$ cat src/rtl/row_output_accumulator.sv
// Accumulates o += p*v and l += p over one attention row, then offers the narrowed (o, l) to the divider.
// Latency: vld_out rises 1 cycle after the closing beat; one bubble cycle per row after the handshake.
// Backpressure: holds outputs in DRAIN until rdy_in; rdy_out=0 there. Optional macro ROW_ACC_SATURATE_EN.
module row_output_accumulator #(
    parameter int VEC_LEN    = 4,
    parameter int DATA_WIDTH = 8,
    parameter int ACC_WIDTH  = 2*DATA_WIDTH+8,
    parameter int MAX_KEYS   = 64
) (
    input  logic                          clk,
    input  logic                          rst,
    input  logic                          vld_in,
    output logic                          rdy_out,
    input  logic [DATA_WIDTH-1:0]         p_in,
    input  logic [VEC_LEN*DATA_WIDTH-1:0] v_in,
    input  logic                          last_in,
    output logic                          vld_out,
    input  logic                          rdy_in,
    output logic [VEC_LEN*DATA_WIDTH-1:0] vec_out,
    output logic [DATA_WIDTH-1:0]         divisor_out,
    output logic                          ovf_out
);
    localparam int CW = $clog2(MAX_KEYS+1);
    localparam int PAD = ACC_WIDTH - 2*DATA_WIDTH;

    typedef enum logic {ACCUM, DRAIN} state_t;
    state_t state;

    logic [ACC_WIDTH-1:0] o_acc [VEC_LEN];
    logic [ACC_WIDTH-1:0] l_acc;
    logic                 first;
    logic                 sat_q;
    logic [CW-1:0]        cnt;

    logic [ACC_WIDTH-1:0]    o_nxt [VEC_LEN];
    logic [ACC_WIDTH:0]      o_sum [VEC_LEN];
    logic [2*DATA_WIDTH-1:0] prod  [VEC_LEN];
    logic [ACC_WIDTH-1:0]    l_nxt;
    logic [ACC_WIDTH:0]      l_sum;
    logic                    sat_nxt;
    logic [VEC_LEN*DATA_WIDTH-1:0] vec_nar;
    logic [DATA_WIDTH-1:0]   l_nar;
    logic                    ovf_nxt;
    logic [CW-1:0]           cnt_inc;
    logic                    row_close;

    always_comb begin
        sat_nxt = first ? 1'b0 : sat_q;
        ovf_nxt = 1'b0;
        vec_nar = '0;
        // first beat of a row overwrites the accumulators, so stale values never leak in
        l_sum = {1'b0, (first ? {ACC_WIDTH{1'b0}} : l_acc)} + {{(ACC_WIDTH+1-DATA_WIDTH){1'b0}}, p_in};
        l_nxt = l_sum[ACC_WIDTH-1:0];
`ifdef ROW_ACC_SATURATE_EN
        if (l_sum[ACC_WIDTH]) begin
            l_nxt   = '1;
            sat_nxt = 1'b1;
        end
`endif
        for (int i = 0; i < VEC_LEN; i++) begin
            prod[i]  = {{DATA_WIDTH{1'b0}}, p_in} * {{DATA_WIDTH{1'b0}}, v_in[i*DATA_WIDTH +: DATA_WIDTH]};
            o_sum[i] = {1'b0, (first ? {ACC_WIDTH{1'b0}} : o_acc[i])} + {1'b0, {PAD{1'b0}}, prod[i]};
            o_nxt[i] = o_sum[i][ACC_WIDTH-1:0];
`ifdef ROW_ACC_SATURATE_EN
            if (o_sum[i][ACC_WIDTH]) begin
                o_nxt[i] = '1;
                sat_nxt  = 1'b1;
            end
`endif
            vec_nar[i*DATA_WIDTH +: DATA_WIDTH] = o_nxt[i][DATA_WIDTH-1:0];
            if (o_nxt[i][ACC_WIDTH-1:DATA_WIDTH] != '0) begin
                ovf_nxt = 1'b1;
`ifdef ROW_ACC_SATURATE_EN
                vec_nar[i*DATA_WIDTH +: DATA_WIDTH] = '1;
`endif
            end
        end
        l_nar = l_nxt[DATA_WIDTH-1:0];
        if (l_nxt[ACC_WIDTH-1:DATA_WIDTH] != '0) begin
            ovf_nxt = 1'b1;
`ifdef ROW_ACC_SATURATE_EN
            l_nar = '1;
`endif
        end
        ovf_nxt = ovf_nxt | sat_nxt;
    end

    assign cnt_inc   = cnt + 1'b1;
    assign row_close = last_in || (cnt_inc == CW'(MAX_KEYS));

    always_ff @(posedge clk) begin
        if (!rst) begin
            state       <= ACCUM;
            for (int i = 0; i < VEC_LEN; i++) o_acc[i] <= '0;
            l_acc       <= '0;
            first       <= 1'b1;
            sat_q       <= 1'b0;
            cnt         <= '0;
            vld_out     <= 1'b0;
            rdy_out     <= 1'b1;
            vec_out     <= '0;
            divisor_out <= '0;
            ovf_out     <= 1'b0;
        end else begin
            case (state)
                ACCUM: begin
                    if (vld_in) begin
                        for (int i = 0; i < VEC_LEN; i++) o_acc[i] <= o_nxt[i];
                        l_acc <= l_nxt;
                        sat_q <= sat_nxt;
                        first <= 1'b0;
                        cnt   <= cnt_inc;
                        if (row_close) begin
                            state       <= DRAIN;
                            vld_out     <= 1'b1;
                            rdy_out     <= 1'b0;
                            vec_out     <= vec_nar;
                            divisor_out <= l_nar;
                            ovf_out     <= ovf_nxt;
                        end
                    end
                end
                DRAIN: begin
                    if (rdy_in) begin
                        state   <= ACCUM;
                        vld_out <= 1'b0;
                        rdy_out <= 1'b1;
                        first   <= 1'b1;
                        cnt     <= '0;
                    end
                end
                default: state <= ACCUM;
            endcase
        end
    end
endmodule

$ cat config.mk
export PLATFORM = sky130hd
export DESIGN_NAME = row_output_accumulator
export DESIGN_NICKNAME = d
export VERILOG_FILES = /design/src/rtl/row_output_accumulator.sv
export SDC_FILE = /design/constraint.sdc
export NUM_CORES = 1
export LEC_CHECK = 0
export ABC_AREA = 1
export BUFFER_PORTS_ARGS = -buffer_cell sky130_fd_sc_hd__buf_4
export CORE_UTILIZATION = 30
export CTS_CLUSTER_DIAMETER = 100
export CTS_CLUSTER_SIZE = 20
export DETAILED_ROUTE_END_ITERATION = 10
export MAX_ROUTING_LAYER = met4
export PLACE_DENSITY = 0.56
export SYNTH_ARGS = -nofsm -noshare
export SYNTH_HDL_FRONTEND = slang
export SYNTH_SLANG_ARGS = --single-unit
$ cat constraint.sdc
create_clock -name clk -period 5.55 [get_ports clk]
set_input_delay 0.555 -clock clk [delete_from_list [all_inputs] [get_ports clk]]
set_output_delay 0.555 -clock clk [all_outputs]
set_load 0.05 [all_outputs]
==> Word-level counts from Yosys, hierarchy flattened <==
Memory sizes are Yosys's and may differ from the RTL's.
Cells that the tools add are included.
W data, S select, Z words.
{ "totals": {"output_inout_bits": 43, "elab_cells": 78, "inputBits": 45, "n_memories": 1, "ram_bits": 96, "register_bits": 77} }
{ "classes": {"bitwise_logic": 6, "mux": 37, "reduce_logical": 10, "n_eq_ne": 4, "n_mul": 4, "addsub": 6} }
{ "mem_list": {"columns": ["memory", "depth", "word_bits", "rd", "rd_clocked_by_memory_dff", "write_ports", "line_no", "source"], "rows": [
  ["o_acc", 4, 24, 4, 0, 4, "29", "logic [ACC_WIDTH-1:0] o_acc [VEC_LEN];"]
]} }
{ "op_table": {"columns": ["operator", "n"], "rows": [
  ["$mux W24", 9],
  ["$add A24 B16 Y24", 4],
  ["$reduce_bool A16 Y1", 5],
  ["$mul A8 B8 Y16", 4],
  ["$add A24 B8 Y24", 1],
  ["$mux W1", 21],
  ["$mux W7", 2],
  ["$pmux W7 S2", 1],
  ["$pmux W1 S2", 4],
  ["$add A7 B1 Y7 const B", 1],
  ["$eq A7 B7 Y1 const B", 1],
  ["$ne A2 B2 Y1 const B", 3],
  ["$reduce_and A3 Y1", 2],
  ["$or A1 B1 Y1", 5],
  ["$reduce_and A2 Y1", 2],
  ["$logic_or A1 B1 Y1", 1],
  ["$not A1 Y1", 1]
]} }

==> Longest topological paths before layout <==
Gate-level depths: netlist of run 1.
{ "depth": {"word_depth": 9, "ltp_mapped": 32, "mapped_depth_nobuf": 28} }

==> Worst setup path before layout of run 1 <==
Ideal clock, no wire load.
{ "synth_timing": {"path_kind": "register to register", "from": "register first", "to": "register ovf_out", "stages_incl_launch_ff": 32, "t_arrival_ns": 4.865, "setup_time_ns": 0.118, "path_buffers": 4, "period_less_slack_ns": 4.983, "t_required_ns": 5.432, "slack_ns": 0.567, "path_cell_list": "dfxtp_1 > buf_6 > inv_6 > buf_6 > clkbuf_1 > buf_1 > nand2_1 > fa_1 > inv_1 > fa_1 > inv_1 > fa_1 > fa_1 > inv_1 > ha_1 > nand2_1 > nand2_1 > inv_1 > nand2_1 > nand2_1 > nand2_1 > nand2_1 > nand2_1 > nand2_1 > nand2_1 > nand2_1 > nor2_1 > nand2_1 > nor2_1 > nand4_1 > nor2_1 > nor2_1"} }
{ "synth_between": {"elab_chain_cells": 9, "word_cells_on_any_way": 22, "classes_between": "5 x add/sub; 11 x mux; 1 x bitwise; 5 x reduce/logical"} }
{ "synth_rtl": {"columns": ["item", "line_no", "source"], "rows": [
  ["start, declared", "31", "logic first;"],
  ["start signal, assigned", "96", "first <= 1'b1;"],
  ["start signal, assigned", "111", "first <= 1'b0;"],
  ["start signal, assigned", "128", "first <= 1'b1;"],
  ["$mux W24", "62", "o_sum[i] = {1'b0, (first ? {ACC_WIDTH{1'b0}} : o_acc[i])} + {1'b0, {PAD{1'b0}}, prod[i]};"],
  ["$add A24 B16 Y24", "62", null],
  ["$reduce_bool A16 Y1", "71", "if (o_nxt[i][ACC_WIDTH-1:DATA_WIDTH] != '0) begin"],
  ["$mux W1 (4 in a row)", "71", null],
  ["$mux W1", "79", "if (l_nxt[ACC_WIDTH-1:DATA_WIDTH] != '0) begin"],
  ["$or A1 B1 Y1 *", "85", "ovf_nxt = ovf_nxt | sat_nxt;"],
  ["end signal, assigned", "119", "ovf_out <= ovf_nxt;"],
  ["end, declared", "21", "output logic ovf_out"]
]} }
Every way passes the cells marked *; elsewhere a longest branch is shown, timed or not.
A chain may end at the register's enable or synchronous reset.

==> Worst setup path in the final report of run 1 <==
Ends and elaborated chain as after synthesis.

==> summary.txt, run 1 <==
Status = finished clean
Clk slew on worst S/H paths = 0.07 ns
Vert. Die Dim = 265 um
WL per Instance = 14.7 um
# DRC = 0
Global-route wire length before repair = 93,400 um
CP Launch Type = flop
Clock buffer depth = 2
Reg-to-reg setup timing slack = 0.36 ns
Mapped Cells = 2,965
Fmax = 193 MHz
R2R Path End = ovf_out$_SDFFE_PN0P_
Synth unique cells = 46
Final hold vios = 0
Pre-antenna DRT Iters = 5
FF-to-FF path depth = 26
R2R Path Start = first$_SDFFE_PN1P_
Worst Hold Depth = 2
Area growth syn-to-layout = 10.4%
Worst Hold End = state$_SDFF_PN0_
CP delay by family, top = adder cells
CTS tree = yes
RSZ-0062 raised after global routing = no
Worst skew pair latency = 0.51 ns
Number of port buffers = 87
Filler Cells Inserted = 7,363
Levels on crit path = 26
Slew Limit Fails = 0
PwrDens = 346 nW/um^2
Crit Path Class = reg -> reg
Gp weighted congestion = 0.927
Final setup vio count = 0
I/O pins = 88
Yosys reg bits = 173
Slew HR = 37.1%
Num CTS Buffers = 17
Area after DPL = 22,300 sq um
Post-synthesis sequential area ratio = 21.4%
Hold Crit Start = rdy_in
Slowest stage delay, CP = 0.59 ns
Layout Cell Area excl Fill = 22,800 sq um
Final #Nets = 3,419
Worst Tran Pin Value = 0.944 ns
Main flop type after synthesis = edfxtp_1
Minimum clock period = 5.19 ns
Final ANT Viol Nets = 0
Worst Setup End Kind = flop
Worst min-delay path class = in -> reg
Post-CTS setup buffer count = 0
Vias in the first global route = 17,434
Initial core utilization = 30.5%
Share of post-route cells with drive strength above 1 = 6.14%
Clk_skew = 0.0136 ns
Core area = 67,800 sq um
DR iter-0 viols = 1,055
Period Utilization, post-route = 93.6%
Hpwl dp = 44,300 um
Total GRT Usage = 17.6%
Crit path buffers/inverters = 5
Via count = 17,436
Vias per std cell = 4.49
Worst VDD drop = 199 uV
Core Rows = 95
Largest net degree at the start of global routing = 78
Async set-reset flop share out of synthesis = 0%
Max Cap Violations = 0
CP Max Fanout = 26
H-tree depth = 4
DIE WIDTH = 265 um
Required time worst endpoint = 5.95 ns
Post-synth EDFFs = 96
Total Wirelength = 57,200 um
GR Overflow Total = 0
Synth Net Count = 3,384
Slowest library cell on the worst path = fa_1
Static leakage = 12.9 nW
Synth Cell Area = 20,700 sq um
Critical Path AT = 5.60 ns
Setup TNS = 0 ns
Syn avg cell area = 6.98 sq um
Initial antenna violation count = 1
CTS sink cnt = 173
Register area = 4430 sq um
Die footprint = 70,000 sq um
Synthesis warning total = 0
CTS Root Buffer Type = clkbuf_16
Area of the multi-input gates = 12,900 sq um
==> how the worst max path moves through the flow <==
stage / from / slack (ns) / to
after floorplan: first$_SDFFE_PN1P_ / 0.57 / ovf_out$_SDFFE_PN0P_
after global placement: p_in[5] / 0.06 / ovf_out$_SDFFE_PN0P_
after detailed placement: p_in[5] / 0.05 / ovf_out$_SDFFE_PN0P_
after CTS: first$_SDFFE_PN1P_ / 0.24 / ovf_out$_SDFFE_PN0P_
after global routing: first$_SDFFE_PN1P_ / 0.005 / ovf_out$_SDFFE_PN0P_
final: first$_SDFFE_PN1P_ / 0.36 / ovf_out$_SDFFE_PN0P_
==> through the flow <==
step	total power [mW]	setup WS, ns	hold WS, ns	std cells	utilization (%)
4_1_cts	7.99	0.240	0.233	3886	33.7
2_1_floorplan	5.25	0.567	0.452	2965	-
6_report	7.91	0.356	0.257	3887	33.7
3_3_place_gp	6.67	0.0633	0.456	3854	32.8
3_5_place_dp	6.67	0.0549	0.443	3854	32.8
5_1_grt	8.75	0.00531	0.255	3887	33.7
==> flip-flops by register name, indices dropped and copies added (netlist names) <==
register and cells:
rdy_out 1, first 1, sat_q 1, o_acc 96, vec_out 32, l_acc 24, divisor_out 8, ovf_out 1
state 1, vld_out 1, cnt 7
==> cells by family after synthesis <==
| family | after synthesis | share of synthesized area, % |
|---|---|---|
| and+or+nand+nor | 1315 | 25.8 |
| buffers and inverters | 870 | 16.2 |
| xor gates and xnor gates | 36 | 1.52 |
| DFF | 173 | 21.4 |
| AOI/OAI and AO/OA | 197 | 5.17 |
| adders and majority gates | 374 | 29.9 |
==> cells in the final DEF, fill, tap and decap left out, drive strengths merged, types with 16 or more instances in the layout <==
master,instances
a211oi,16
a21oi,107
buf,116
clkbuf,19
dfxtp,77
edfxtp,96
fa,201
ha,173
inv,775
nand2,845
nand3,117
nand3b,22
nand4,19
nor2,287
o21ai,52
xnor2,22
==> routing by layer <==
layer	wire length (um)	global-route usage, %
met1	27500	23.5
met2	25500	27.0
met5	0	-
met3	3070	3.26
met4	1100	4.98
==> cell type report <==
class | count | area share (%)
diodes | 1 | 0.0110
clock buffers | 19 | 1.94
clock inverters | 13 | 0.559
inverters | 770 | 12.7
multi-input cells | 1922 | 56.6
flip-flops and latches | 173 | 19.4
well taps | 873 | 4.78
repair buffers | 116 | 3.98
==> synthesized netlist by cell type, types with 2 or more instances <==
| cell type | count | area share [%] |
|---|---|---|
| dfxtp_1 | 77 | 7.5 |
| nand2_2 | 11 | 0.33 |
| o21ai_0 | 50 | 1.2 |
| nand2_1 | 833 | 15 |
| nand4_1 | 19 | 0.57 |
| inv_2 | 4 | 0.073 |
| ha_1 | 173 | 10 |
| nand3_1 | 114 | 2.8 |
| nand3_2 | 3 | 0.15 |
| edfxtp_1 | 96 | 14 |
| clkbuf_2 | 21 | 0.51 |
| nor2_1 | 277 | 5.0 |
| nor2_2 | 10 | 0.30 |
| xnor2_1 | 22 | 0.93 |
| buf_1 | 5 | 0.091 |
| a21o_1 | 2 | 0.073 |
| buf_6 | 3 | 0.16 |
| fa_1 | 201 | 19 |
| clkinv_1 | 2 | 0.036 |
| xor2_1 | 14 | 0.59 |
| or2_2 | 2 | 0.060 |
| nand3b_1 | 22 | 0.80 |
| a21oi_1 | 107 | 2.6 |
| o22ai_1 | 14 | 0.42 |
| clkbuf_1 | 64 | 1.2 |
| nor3_1 | 12 | 0.29 |
| inv_1 | 763 | 14 |
| buf_2 | 5 | 0.12 |
| o211ai_1 | 2 | 0.073 |
| and2_1 | 3 | 0.091 |
| nor4_1 | 2 | 0.060 |
| a211oi_1 | 16 | 0.58 |
| nor3b_1 | 3 | 0.11 |
==> worst register-to-register path, stage by stage (launching register included) <==
cell      delay [ns]
dfxtp_2         0.37
clkinv_8        0.17
buf_12          0.21
nand2_1         0.10
fa_1            0.54
inv_1           0.06
fa_1            0.49
fa_1            0.59
inv_1           0.06
fa_1            0.48
inv_1           0.05
ha_1            0.34
nand2_1         0.11
nor2_1          0.10
nand3_1         0.10
nand2_1         0.14
nand2_1         0.06
nand2_1         0.08
nand3_1         0.13
nor2_1          0.26
nand3_1         0.12
nor2_1          0.10
nand2_1         0.09
nor2_1          0.10
nand4_1         0.09
nor2_1          0.12
nor2_1          0.05
==> report_power, final <==
group | total [mW] | internal (mW) | leakage, nW | switching, mW
logic | 5.02 | 1.71 | 10.9 | 3.31
clock network | 1.27 | 0.641 | 0.286 | 0.629
registers | 1.62 | 1.56 | 1.68 | 0.0603
==> timing repair <==
action | 4_1_cts | 5_1_grt
hold buffers | 0 | 0
endpoints found under the setup margin | 0 | 1
resized for setup | 0 | 3
(Power assumes the default switching activity.)
==> inputs of run 2 (changes only) <==
Settings changed: ABC_AREA 1 to not set, BUFFER_PORTS_ARGS -buffer_cell sky130_fd_sc_hd__buf_4 to -buffer_cell sky130_fd_sc_hd__buf_2.
==> run 2 against run 1 <==
The flow now finishes with violations (negative setup slack). Count of clock-buffer cells in the layout up 5. Critical endpoint unchanged. Largest cell class unchanged. Register-to-register slack worse by 0.50 ns. Flip-flop and latch count unchanged. Sequential share of layout area down 0.80 points. Clock skew down 0.0036 ns. Worst hold slack better by 0.17 ns. Clock power about the same. Non-clock buffer count up 227.
==> summary.txt, run 2 <==
Worst skew pair latency = 0.50 ns
Final cell count without fillers = 3,407
Final setup margin = -0.148 ns
RSZ-0062 raised after global routing = yes
Pre-antenna DRT Iters = 5
Max reg flops = 96
I/O pins = 88
Mapped Cells = 2,273
Gp weighted congestion = 0.914
Num CTS Buffers = 17
Global-route wire length before repair = 95,400 um
Most frequent cells in the layout = inv_1 (342), nand2_1 (291), buf_4 (244)
Syn avg cell area = 8.64 sq um
Async set-reset flop share out of synthesis = 0%
CP delay by family, top = adder cells
Worst Setup End Kind = flop
Initial core utilization = 30.4%
Status = finished with violations
Minimum clock period = 5.70 ns
Critical Path AT = 6.09 ns
CTS sink cnt = 173
Total Wirelength = 58,700 um
Core area = 64,600 sq um
Top post-synthesis cells by area = fa_1 (20%), edfxtp_1 (15%), ha_1 (11%)
Crit Path Class = reg -> reg
WL per Instance = 17.2 um
Slew HR = 20.3%
CTS tree = yes
Period Utilization, post-route = 103%
CTS Root Buffer Type = clkbuf_16
Final setup vio count = 1
Synth Cell Area = 19,600 sq um
Post-synth EDFFs = 96
CP Cell Sequence = inv_6, buf_8, nand2_4, fa_1, inv_1, fa_1, fa_1, inv_1, fa_1, inv_1, ha_4, buf_4, a21oi_4, buf_6, o21ai_4, o21ai_4, and2_4, and3b_2, o31ai_1, or4b_1, or4_4, nor4_4, nor2_1
Top Registers = o_acc: 96 flops, vec_out: 32 flops, l_acc: 24 flops
# DRC = 0
Final #Nets = 2,955
Share of post-route cells with drive strength above 1 = 18.2%
H-tree depth = 4
Hpwl dp = 46,700 um
Synthesis warning total = 0
Vias per std cell = 4.87
Area growth syn-to-layout = 21.3%
PwrDens = 420 nW/um^2
Fmax = 175 MHz
Pre-CTS WS = -0.798 ns
Via count = 16,576
CTS Hold Bufs = 0
Static leakage = 11.3 nW
Worst VDD drop = 318 uV
Slowest library cell on the worst path = or4_4
CP Launch Type = flop
Filler Cells Inserted = 6,638
Number of port buffers = 87
CP Max Fanout = 5
Slew Limit Fails = 0
Synth unique cells = 78
Synth cell count leaders = inv_1 (346), nand2_1 (299), fa_1 (201)
Max Cap Violations = 0
DIE WIDTH = 258 um
Total GRT Usage = 18.9%
Failing checks = negative setup slack
Post-synthesis sequential area ratio = 22.5%
DR iter-0 viols = 1,050
Synth Net Count = 2,692
Most frequent cell on the critical path = fa_1
Largest net degree at the start of global routing = 85
Vert. Die Dim = 258 um
Initial antenna violation count = 9
Slowest stage delay, CP = 0.57 ns
Largest register by flop count = o_acc
Top-area cell type share of the netlist area = 20.5%
GR Overflow Total = 0
Yosys reg bits = 173
Clock buffer depth = 2
Worst Tran Pin Value = 1.19 ns
Core Rows = 93
Vias in the first global route = 17,389
Placed cell count = 3,365
Main flop type after synthesis = edfxtp_1
Crit path buffers/inverters = 7
Clk_skew = 0.0100 ns
Yosys top cell by area = fa_1
Final ANT Viol Nets = 0
Clk slew on worst S/H paths = 0.07 ns
Required time worst endpoint = 5.94 ns
Leading cell type in the layout, fill and taps excluded = inv_1
Count leader, synth = inv_1
Worst min-delay path class = in -> reg
Final hold vios = 0
Die footprint = 66,500 sq um
## run 2: changes by cell type after synthesis, moves of 22 or more
cell and change:
nor2_1 -159, nor2b_1 +71, inv_1 -417, a21o_1 +22
a21oi_1 -26, a21boi_0 +41, nor3_1 +22, and3_1 +32
nand3b_1 -22, nand3_1 -83, and2_1 +183, nand2_1 -534
## run 2: logic make-up after synthesis
logic type | share of synthesized area, %
fa+ha+maj | 31.5
mux | 0.567
xor+xnor | 3.34
buf+inv | 8.81
flops | 22.5
simple gates | 21.7
compound gates | 11.6
## run 2: power breakdown
part / internal, mW / switching [mW] / leakage (nW)
sequential: 1.59 / 0.0763 / 1.68
combinational: 3.22 / 3.83 / 9.32
clock: 0.682 / 0.596 / 0.297
## run 2: layer usage
layer	part of all wire, %	track usage (%)
met3	5.0	3.19
met4	2.0	4.59
met5	0	-
met2	47	30.6
met1	46	24.6
## run 2: area by class of cell
| cell class | instances | area (sq um) | area share (%) |
|---|---|---|---|
| Inverter | 346 | 1300 | 5.47 |
| Sequential cell | 173 | 4430 | 18.6 |
| Tap cell | 855 | 1070 | 4.49 |
| Multi-Input combinational cell | 1655 | 14000 | 58.6 |
| Clock buffer | 24 | 534 | 2.24 |
| Timing Repair Buffer | 343 | 2460 | 10.3 |
| Clock inverter | 8 | 66.3 | 0.278 |
| Antenna cell | 3 | 7.51 | 0.0315 |
## run 2: final timing paths
path                           start                   end  slack (ns)  cells past startpoint
hold reg to reg   sat_q$_SDFFE_PN0P_    sat_q$_SDFFE_PN0P_        0.45                      2
setup reg to reg  first$_SDFFE_PN1P_  ovf_out$_SDFFE_PN0P_       -0.15                     23
setup / recovery  first$_SDFFE_PN1P_  ovf_out$_SDFFE_PN0P_       -0.15                     23
hold / removal                rdy_in      state$_SDFF_PN0_        0.42                      3
## run 2: timing repair
item	in CTS	in global routing
pin swaps	7	20
buffers inserted	1	6
resized for setup	33	38
cloned	0	0
setup endpoints to repair	1	1
## run 2: worst min-delay path, delay by kind of cell
kind | cells | cell delay [ns]
AND/OR/NAND/NOR | 1 | 0.11
buffers and inverters | 1 | 0.14
AO/OA/AOI/OAI | 1 | 0.07
## run 2: per-stage QoR
step / hold WS [ns] / power (mW) / TNS, ns / cell area, sq um / utilization (%)
floorplan: 0.411 / 5.42 / 0 / 19900 / -
global placement: 0.438 / 8.32 / -0.924 / 22900 / 35.4
detailed placement: 0.433 / 8.38 / -1.22 / 22900 / 35.4
CTS: 0.391 / 9.88 / -0.131 / 23600 / 36.6
global route: 0.446 / 10.8 / -0.287 / 23800 / 36.9
finish: 0.423 / 10.0 / -0.148 / 23800 / 36.9
==> inputs of run 3 (changes only) <==
Settings changed: CORE_UTILIZATION 30 to 64, PLACE_DENSITY 0.56 to 0.93.
==> run 3 against run 2 <==
Critical path depth unchanged. Worst hold slack gained 0.036 ns. Non-clock buffer count decreased by 3. Register-to-register slack improved by 0.13 ns. Clock power is 6% higher. Fmax rose by 2.0%. Sequential power hardly changed. Highest routed layer unchanged. Core utilization rose by 41 points. Final cell count is 14% lower. Largest power group unchanged. Sequential share of layout area up 0.44 points. Final area down 2.3%. Critical path type is now in -> reg. Power decreased by 0.11%. The run still ends with negative setup slack left.
==> summary.txt, run 3 (synthesis results as in run 2) <==
Share of post-route cells with drive strength above 1 = 18.4%
CP Launch Type = input pin
Clk slew on worst S/H paths = 0.08 ns
Initial antenna violation count = 2
Crit Path Class = in -> reg
CTS Hold Bufs = 0
Critical Path AT = 5.93 ns
Worst min-delay path class = reg -> reg
Worst skew pair latency = 0.47 ns
I/O pins = 88
Most frequent cell on the critical path = fa_1
Most frequent cells in the layout = inv_1 (343), nand2_1 (293), buf_4 (245)
Slowest stage delay, CP = 0.55 ns
Failing checks = negative setup slack
Worst VDD drop = 368 uV
CP Max Fanout = 7
Final ANT Viol Nets = 0
Static leakage = 11.3 nW
DR iter-0 viols = 1,782
Final setup margin = -0.0381 ns
Max reg flops = 96
Hpwl dp = 44,100 um
Register area = 4430 sq um
CTS Root Buffer Type = clkbuf_16
Fmax = 179 MHz
Largest net degree at the start of global routing = 67
Vert. Die Dim = 177 um
DIE WIDTH = 177 um
Initial core utilization = 65.6%
Layout Cell Area excl Fill = 23,300 sq um
Pre-antenna DRT Iters = 8
Vias in the first global route = 18,468
Clock buffer depth = 2
Minimum clock period = 5.59 ns
Worst Hold Depth = 2
Gp weighted congestion = 0.944
Number of port buffers = 87
Total GRT Usage = 40.0%
CP Cell Sequence = buf_2, buf_4, buf_4, nand2_1, fa_1, inv_1, fa_1, inv_1, fa_1, fa_1, inv_1, ha_1, o211a_1, a211oi_4, o21bai_1, a21oi_1, xor2_1, buf_4, a21boi_0, nand4_1, or4_4, nor4_4, nor2_1
WL per Instance = 19.9 um
Filler Cells Inserted = 1,960
Final hold vios = 0
Clk_skew = 0.0124 ns
Pre-CTS WS = -0.573 ns
Total design power = 9.99 mW
Num CTS Buffers = 17
Leading cell type in the layout, fill and taps excluded = inv_1
Slowest library cell on the worst path = or4_4
Period Utilization, post-route = 101%
Die footprint = 31,400 sq um
Area after DPL = 22,200 sq um
Final setup vio count = 1
Core area = 30,000 sq um
Slew HR = 38.5%
Total Wirelength = 58,500 um
RSZ-0062 raised after global routing = yes
Largest register by flop count = o_acc
Worst Tran Pin Value = 0.922 ns
Vias per std cell = 6.00
Core Rows = 63
Slew Limit Fails = 0
FF-to-FF path depth = 22
Area growth syn-to-layout = 18.5%
Top Registers = o_acc: 96 flops, vec_out: 32 flops, l_acc: 24 flops
Max Cap Violations = 0
# DRC = 0
H-tree depth = 4
Required time worst endpoint = 5.90 ns
Via count = 17,640
CTS tree = yes
GR Overflow Total = 0
Final #Nets = 2,952
Global-route wire length before repair = 93,500 um
Status = finished with violations
Worst Setup End Kind = flop
PwrDens = 429 nW/um^2
Area of the multi-input gates = 14,000 sq um
CTS sink cnt = 173
-- run 3: report_power, final --
group / switching [mW] / leakage [nW] / internal, mW / total [mW]
Combinational: 3.80 / 9.34 / 3.16 / 6.96
Sequential: 0.0838 / 1.68 / 1.59 / 1.68
Clock: 0.598 / 0.305 / 0.763 / 1.36
Total: 4.48 / 11.3 / 5.52 / 9.99
-- run 3: layout make-up --
| cell class | instances | area share [%] |
|---|---|---|
| clock inverters | 15 | 0.887 |
| flip-flops and latches | 173 | 19.0 |
| clock buffers | 17 | 1.83 |
| multi-input cells | 1655 | 60.0 |
| diodes | 2 | 0.0215 |
| well taps | 390 | 2.10 |
| repair buffers | 340 | 10.5 |
| inverters | 346 | 5.63 |
-- run 3: worst max-delay path: cells and delay by family --
kind                     cells  cell delay (ns)
XOR/XNOR                     1             0.18
AO/OA/AOI/OAI                5             1.00
adder cells (fa/ha/maj)      5             2.30
AND/OR/NAND/NOR              5             0.95
buffers and inverters        7             0.96
-- run 3: what timing repair did --
item	CTS	global route
setup buffers	5	6
endpoints found under the setup margin	3	4
gates cloned	1	0
pin swaps	15	25
gates resized for setup	41	32
endpoints found under the hold margin	0	0
-- run 3: worst paths after layout --
path / from / slack (ns) / end
min reg2reg: sat_q$_SDFFE_PN0P_ / 0.46 / sat_q$_SDFFE_PN0P_
min: sat_q$_SDFFE_PN0P_ / 0.46 / sat_q$_SDFFE_PN0P_
max: p_in[5] / -0.04 / ovf_out$_SDFFE_PN0P_
max reg2reg: first$_SDFFE_PN1P_ / -0.02 / ovf_out$_SDFFE_PN0P_
-- run 3: layer usage --
| metal | global-route usage, % | vias to the layer above | share of wire (%) |
|---|---|---|---|
| li1 | - | 7908 | - |
| met1 | 46.7 | 8549 | 38 |
| met2 | 66.7 | 926 | 49 |
| met3 | 5.97 | 257 | 8.5 |
| met4 | 20.4 | 0 | 5.2 |
| met5 | - | - | 0 |
-- run 3: per-stage QoR --
step / hold WS (ns) / instances / util [%] / TNS (ns)
after detailed placement: 0.442 / 2892 / 74.2 / -1.47
after global routing: 0.462 / 2938 / 77.7 / -0.288
final: 0.459 / 2938 / 77.7 / -0.0381
after CTS: 0.454 / 2930 / 77.1 / -0.0169
after global placement: 0.421 / 2892 / 74.2 / -0.727
after floorplan: 0.411 / 2273 / - / 0
